$ cat src/rtl/exec_pipe_alu_mul.sv
// exec_pipe_alu_mul -- single-issue execute stage with a 1-cycle ALU and a
// fully pipelined MUL_LAT-cycle multiplier that share one result port.
//
// Ports
//   clock, reset        rising-edge clock, synchronous active-high reset
//   flush               kills every in-flight op, including the one presented
//                       in the same cycle
//   in_valid/in_fu      op presented this cycle; in_fu 0 = ALU, 1 = MUL
//   in_op/in_tag        operation select and ROB tag
//   in1, in2            operands
//   busy                combinational; 1 = an ALU op presented now is dropped
//                       because a MUL already owns next cycle's result slot
//   out_valid/out_tag/out_data
//                       registered result; tag/data hold while out_valid=0
//
// Result-slot bookkeeping: slot_q[i] = 1 means the result port is owned in
// cycle "now + i". Bit 0 is therefore the current output's valid bit, bit 1
// is the slot an ALU issued now would need, and a MUL issued now claims the
// slot MUL_LAT cycles ahead by entering at the top of the shift register.
module exec_pipe_alu_mul #(
  parameter int XLEN    = 32,
  parameter int MUL_LAT = 3,
  parameter int TAG_W   = 6
) (
  input  logic             clock,
  input  logic             reset,
  input  logic             flush,
  input  logic             in_valid,
  input  logic             in_fu,
  input  logic [3:0]       in_op,
  input  logic [TAG_W-1:0] in_tag,
  input  logic [XLEN-1:0]  in1,
  input  logic [XLEN-1:0]  in2,
  output logic             busy,
  output logic             out_valid,
  output logic [TAG_W-1:0] out_tag,
  output logic [XLEN-1:0]  out_data
);

  localparam int SHW  = $clog2(XLEN);
  // Multiplier register stages between issue and the output register.
  localparam int NSTG = MUL_LAT - 1;

  logic [MUL_LAT-1:0] slot_q, slot_d;

  logic alu_accept;
  logic mul_issue;
  logic mul_done;

  logic [SHW-1:0]    shamt;
  logic [XLEN-1:0]   alu_res;
  logic [2*XLEN-1:0] mul_a, mul_b, mul_prod;
  logic [XLEN-1:0]   mul_res;

  // Stage 0 is the newest MUL op, stage NSTG-1 feeds the output register.
  // Validity of each stage lives in slot_q, so only tag/data are staged here.
  logic [TAG_W-1:0] stg_tag_q  [NSTG];
  logic [TAG_W-1:0] stg_tag_d  [NSTG];
  logic [XLEN-1:0]  stg_data_q [NSTG];
  logic [XLEN-1:0]  stg_data_d [NSTG];

  logic [TAG_W-1:0] out_tag_q, out_tag_d;
  logic [XLEN-1:0]  out_data_q, out_data_d;

  assign busy      = slot_q[1];
  assign out_valid = slot_q[0];
  assign out_tag   = out_tag_q;
  assign out_data  = out_data_q;

  // A flush in the same cycle suppresses both the new op and the MUL that
  // would otherwise retire into the output register.
  assign alu_accept = in_valid & ~in_fu & ~busy & ~flush;
  assign mul_issue  = in_valid &  in_fu & ~flush;
  assign mul_done   = slot_q[1] & ~flush;

  // ALU datapath
  always_comb begin
    shamt   = in2[SHW-1:0];
    alu_res = '0;
    case (in_op)
      4'd0:    alu_res = in1 + in2;
      4'd1:    alu_res = in1 - in2;
      4'd2:    alu_res = in1 & in2;
      4'd3:    alu_res = in1 | in2;
      4'd4:    alu_res = in1 ^ in2;
      4'd5:    alu_res = in1 << shamt;
      4'd6:    alu_res = in1 >> shamt;
      4'd7:    alu_res = $signed(in1) >>> shamt;
      4'd8:    alu_res = {{(XLEN-1){1'b0}}, ($signed(in1) < $signed(in2))};
      4'd9:    alu_res = {{(XLEN-1){1'b0}}, (in1 < in2)};
      default: alu_res = '0;
    endcase
  end

  // Multiplier datapath. Operands are extended to 2*XLEN (sign or zero as
  // the op demands); the product modulo 2^(2*XLEN) is then exact for every
  // signedness combination, so one unsigned multiplier covers all four ops.
  always_comb begin
    mul_a    = {{XLEN{(in_op != 4'd3) & in1[XLEN-1]}}, in1};
    mul_b    = {{XLEN{(in_op == 4'd1) & in2[XLEN-1]}}, in2};
    mul_prod = mul_a * mul_b;
    case (in_op)
      4'd0:                mul_res = mul_prod[XLEN-1:0];
      4'd1, 4'd2, 4'd3:    mul_res = mul_prod[2*XLEN-1:XLEN];
      default:             mul_res = '0;
    endcase
  end

  // Slot shift register: every bit moves one cycle closer each clock. An
  // accepted ALU op claims next cycle's slot, which busy guarantees is free.
  always_comb begin
    slot_d    = {mul_issue, slot_q[MUL_LAT-1:1]};
    slot_d[0] = slot_q[1] | alu_accept;
    if (flush) begin
      slot_d = '0;
    end
  end

  always_comb begin
    stg_tag_d[0]  = in_tag;
    stg_data_d[0] = mul_res;
    for (int i = 1; i < NSTG; i++) begin
      stg_tag_d[i]  = stg_tag_q[i-1];
      stg_data_d[i] = stg_data_q[i-1];
    end
  end

  always_comb begin
    out_tag_d  = out_tag_q;
    out_data_d = out_data_q;
    if (alu_accept) begin
      out_tag_d  = in_tag;
      out_data_d = alu_res;
    end else if (mul_done) begin
      out_tag_d  = stg_tag_q[NSTG-1];
      out_data_d = stg_data_q[NSTG-1];
    end
  end

  always_ff @(posedge clock) begin
    if (reset) begin
      slot_q     <= '0;
      out_tag_q  <= '0;
      out_data_q <= '0;
      for (int i = 0; i < NSTG; i++) begin
        stg_tag_q[i]  <= '0;
        stg_data_q[i] <= '0;
      end
    end else begin
      slot_q     <= slot_d;
      out_tag_q  <= out_tag_d;
      out_data_q <= out_data_d;
      for (int i = 0; i < NSTG; i++) begin
        stg_tag_q[i]  <= stg_tag_d[i];
        stg_data_q[i] <= stg_data_d[i];
      end
    end
  end

endmodule

$ cat config.mk
export PLATFORM = sky130hd
export DESIGN_NAME = exec_pipe_alu_mul
export DESIGN_NICKNAME = d
export VERILOG_FILES = /design/src/rtl/exec_pipe_alu_mul.sv
export SDC_FILE = /design/constraint.sdc
export NUM_CORES = 2
export LEC_CHECK = 0
export CORE_UTILIZATION = 65
export DETAILED_ROUTE_END_ITERATION = 10
export PLACE_DENSITY = 0.81
export SYNTH_ARGS = -nofsm -noshare
export SYNTH_HDL_FRONTEND = slang
export SYNTH_SLANG_ARGS = --single-unit
$ cat constraint.sdc
create_clock -name clock -period 12.4 [get_ports clock]
set_input_delay 1.24 -clock clock [delete_from_list [all_inputs] [get_ports clock]]
set_output_delay 1.24 -clock clock [all_outputs]
set_load 0.005 [all_outputs]
==> impl_metrics.tcl <==
set metrics [dict create \
    gp_congestion 1.134 \
    synth.area.mux_share_pct 3.480 \
    period_needed_ns 10.40 \
    cts-htree-levels 4 \
    clock-sinks 117 \
    post_cts_buffers 0 \
    multi_input_area_um2 40980 \
    die_x_um 278.6 \
    fmax_mhz 96.13 \
    synth_seq_cells 117 \
    die-area_um2 77610 \
    routed_wl_um 208500 \
    core_um2 75820 \
    dp_hpwl_um 161700 \
    synth-main-ff-cell "dfxtp_1" \
    r2r-end "out_data[14]" \
    synth_cells 5841 \
    ys_warn_count 0 \
    reg2reg_slack_ns 9.46 \
    crit_top_cell "fa_1" \
    slowest_stage "clkdlybuf4s50_1" \
    drtIter0Drc 6116 \
    synthTopCellsByArea "fa_1 45%, inv_1 9.3%, ha_1 7.8%" \
    seq_area_frac_synth_pct 4.710 \
    drive_gt1_share_pct 5.260 \
    skew_ns 0.01236 \
    slew_viol_final 4 \
    rows 101 \
    wl_per_cell_um 30.91 \
    grt_max_degree 85 \
    cp_max_fo 31 \
    initial_core_util_pct 65.58 \
    async_flop_share_pct 0 \
    cap_violations 1 \
    r2r_cells 6 \
    area_growth_pct 4.499 \
    crit_type "primary input to register" \
    yosysTopAreaCell "fa_1" \
    grt_overflow_total 0 \
    ctsHoldBuffers 0 \
    synth_top_family_by_area "adder cells" \
    critPathRequiredTime_ns 12.77 \
    cp-end-kind "register" \
    startpoint_type "primary input" \
    ys_types 97 \
    clk_latency_ns 0.43 \
    avgSynthCellArea_um2 8.513 \
    crit_arrival_ns 10.77 \
    grt_pass1_wl_um 304300 \
    max_stage_delay_ns 0.79 \
    holdPathStages 1 \
    cts_tree "yes" \
    min_from "stg_tag_q[0][0]" \
    grt_antenna_before_repair 14 \
    drc 0 \
    seq_area_um2 2342 \
    outcome "finished with violations" \
    fin_tns_setup_ns 0 \
    hold_viol 0 \
    hold_path.class "register to register" \
    synth-compound-area-share_pct 10.14 \
    synthSimpleGateAreaFrac_pct 14.07 \
    viasPerCell 6.655 \
    worstMarginPinSlew_ns 1.652 \
    dieHeight_um 278.6 \
    yosysTopAreaCellShare_pct 45.37 \
    port_buffers 118 \
    io_pins 119 \
    rsz0062_at_grt "no" \
    cts_made_buffers 17 \
    critPathBufInv 6 \
    finalSetupViolCount 0 \
    violations "max-capacitance violations, max-slew violations" \
    synth_xor_area_share_pct 1.515 \
    gr-usage-all-layers_pct 54.81 \
    synth_area_um2 49730 \
    cts_resized 0 \
    fillers 5854 \
    post-route-period-util_pct 83.89 \
    fin_nets 7263 \
    synth_nets 7356 \
    synthAdderAreaFrac_pct 53.15 \
    r2r-start "slot_q[1]" \
    first_pass_iters 9 \
    clockBufferDepth 2 \
    dr_total_vias 44890 \
    grt_pass1_vias 46850 \
    synth_edf_count 0 \
    slew_headroom_pct -11.29 \
    hold_end "stg_tag_q[0][6]" \
    clockRootBuffer "clkbuf_16" \
    cp_top_family "adder cells" \
    path_clk_slew_ns 0.06 \
    ant_nets 0 \
]
==> layout make-up <==
class	instances	share of cell area [%]
sequential	117	4.507
clock buffer	17	0.8187
timing repair buffer	248	4.040
antenna	7	0.03371
tap	978	2.355
multi-input combinational	4103	78.86
clock inverter	15	0.2793
inverter	1261	9.109
==> registers in the layout (all words and copies together) (netlist names) <==
signal      flops
out_tag         6
stg_data_q     64
out_data       32
slot_q          3
stg_tag_q      12
==> cells in the mapped netlist (13+ instances only) <==
| library cell | n |
|---|---|
| a21o_1 | 43 |
| buf_2 | 18 |
| nor3_1 | 47 |
| buf_6 | 14 |
| o21ai_0 | 205 |
| mux4_2 | 48 |
| xnor2_1 | 61 |
| o22ai_1 | 38 |
| or3_1 | 13 |
| a31oi_1 | 27 |
| o211ai_1 | 23 |
| nand2_1 | 894 |
| nand3_1 | 28 |
| xor2_1 | 25 |
| a221oi_1 | 13 |
| and2_1 | 21 |
| mux2i_1 | 36 |
| nor2_1 | 548 |
| clkinv_1 | 21 |
| nand4_1 | 22 |
| fa_1 | 1127 |
| inv_1 | 1230 |
| buf_1 | 72 |
| nand2b_1 | 14 |
| nor2b_1 | 60 |
| clkbuf_1 | 232 |
| clkbuf_8 | 17 |
| dfxtp_1 | 117 |
| a21oi_1 | 194 |
| a22oi_1 | 14 |
| a211oi_1 | 60 |
| mux2_2 | 13 |
| ha_1 | 309 |
==> cells by family (layout without fill, tap and decap cells) <==
kind of cell | after synthesis | after routing
and+or+nand+nor | 1700 | 1700
buffers and inverters | 1621 | 1541
adders and majority gates | 1436 | 1436
AOI/OAI and AO/OA | 778 | 778
DFF | 117 | 117
muxes | 103 | 103
xor gates and xnor gates | 86 | 86
other | 0 | 7
==> layer usage <==
layer	wire [µm]	up-vias	GRT usage, %	share of wire [%]
met3	33770	1193	22.15	16
met2	85270	3943	77.22	41
met5	144	-	1.001	0.069
li1	-	17650	-	-
met4	20340	14	42.18	9.8
met1	69000	22090	67.15	33
==> through the flow <==
step / instances / worst slack [ns] / hold slack (ns) / area [µm²] / utilization, %
3_3_place_gp: 6707 / 1.816 / 0.4164 / 51380 / 67.76
2_1_floorplan: 5841 / 2.799 / 0.4138 / 49730 / -
3_5_place_dp: 6707 / 1.687 / 0.4247 / 51380 / 67.76
5_1_grt: 6740 / 1.525 / 0.4559 / 51950 / 68.51
4_1_cts: 6739 / 2.060 / 0.4404 / 51950 / 68.51
6_report: 6746 / 1.997 / 0.4384 / 51960 / 68.53
==> how the worst max path moves through the flow <==
| stage | start | end | slack [ns] | depth (start not counted) |
|---|---|---|---|---|
| global placement | in_op[2] | stg_data_q[0][31] | 1.82 | 30 |
| floorplan | in1[31] | stg_data_q[0][30] | 2.80 | 33 |
| global route | in_op[1] | stg_data_q[0][30] | 1.52 | 33 |
| CTS | in_op[2] | stg_data_q[0][31] | 2.06 | 28 |
| finish | in_op[2] | stg_data_q[0][31] | 2.00 | 28 |
| detailed placement | in_op[1] | stg_data_q[0][30] | 1.69 | 33 |
==> placed cells by master, fill, tap and decap left out, drive strengths merged, types with 38 or more instances in the layout <==
cell type and instances:
dfxtp 117, nor3 47, o21ai 208, nor2 548, inv 1247, mux4 53, a21oi 196, clkdlybuf4s50 96
nor2b 60, a21o 43, fa 1127, buf 152, nand2 894, ha 309, o22ai 38, a211oi 63
xnor2 61
Power is left out: the tool's default activity adds up to more than one toggle a clock period on the data nets, which glitch-free logic cannot reach.
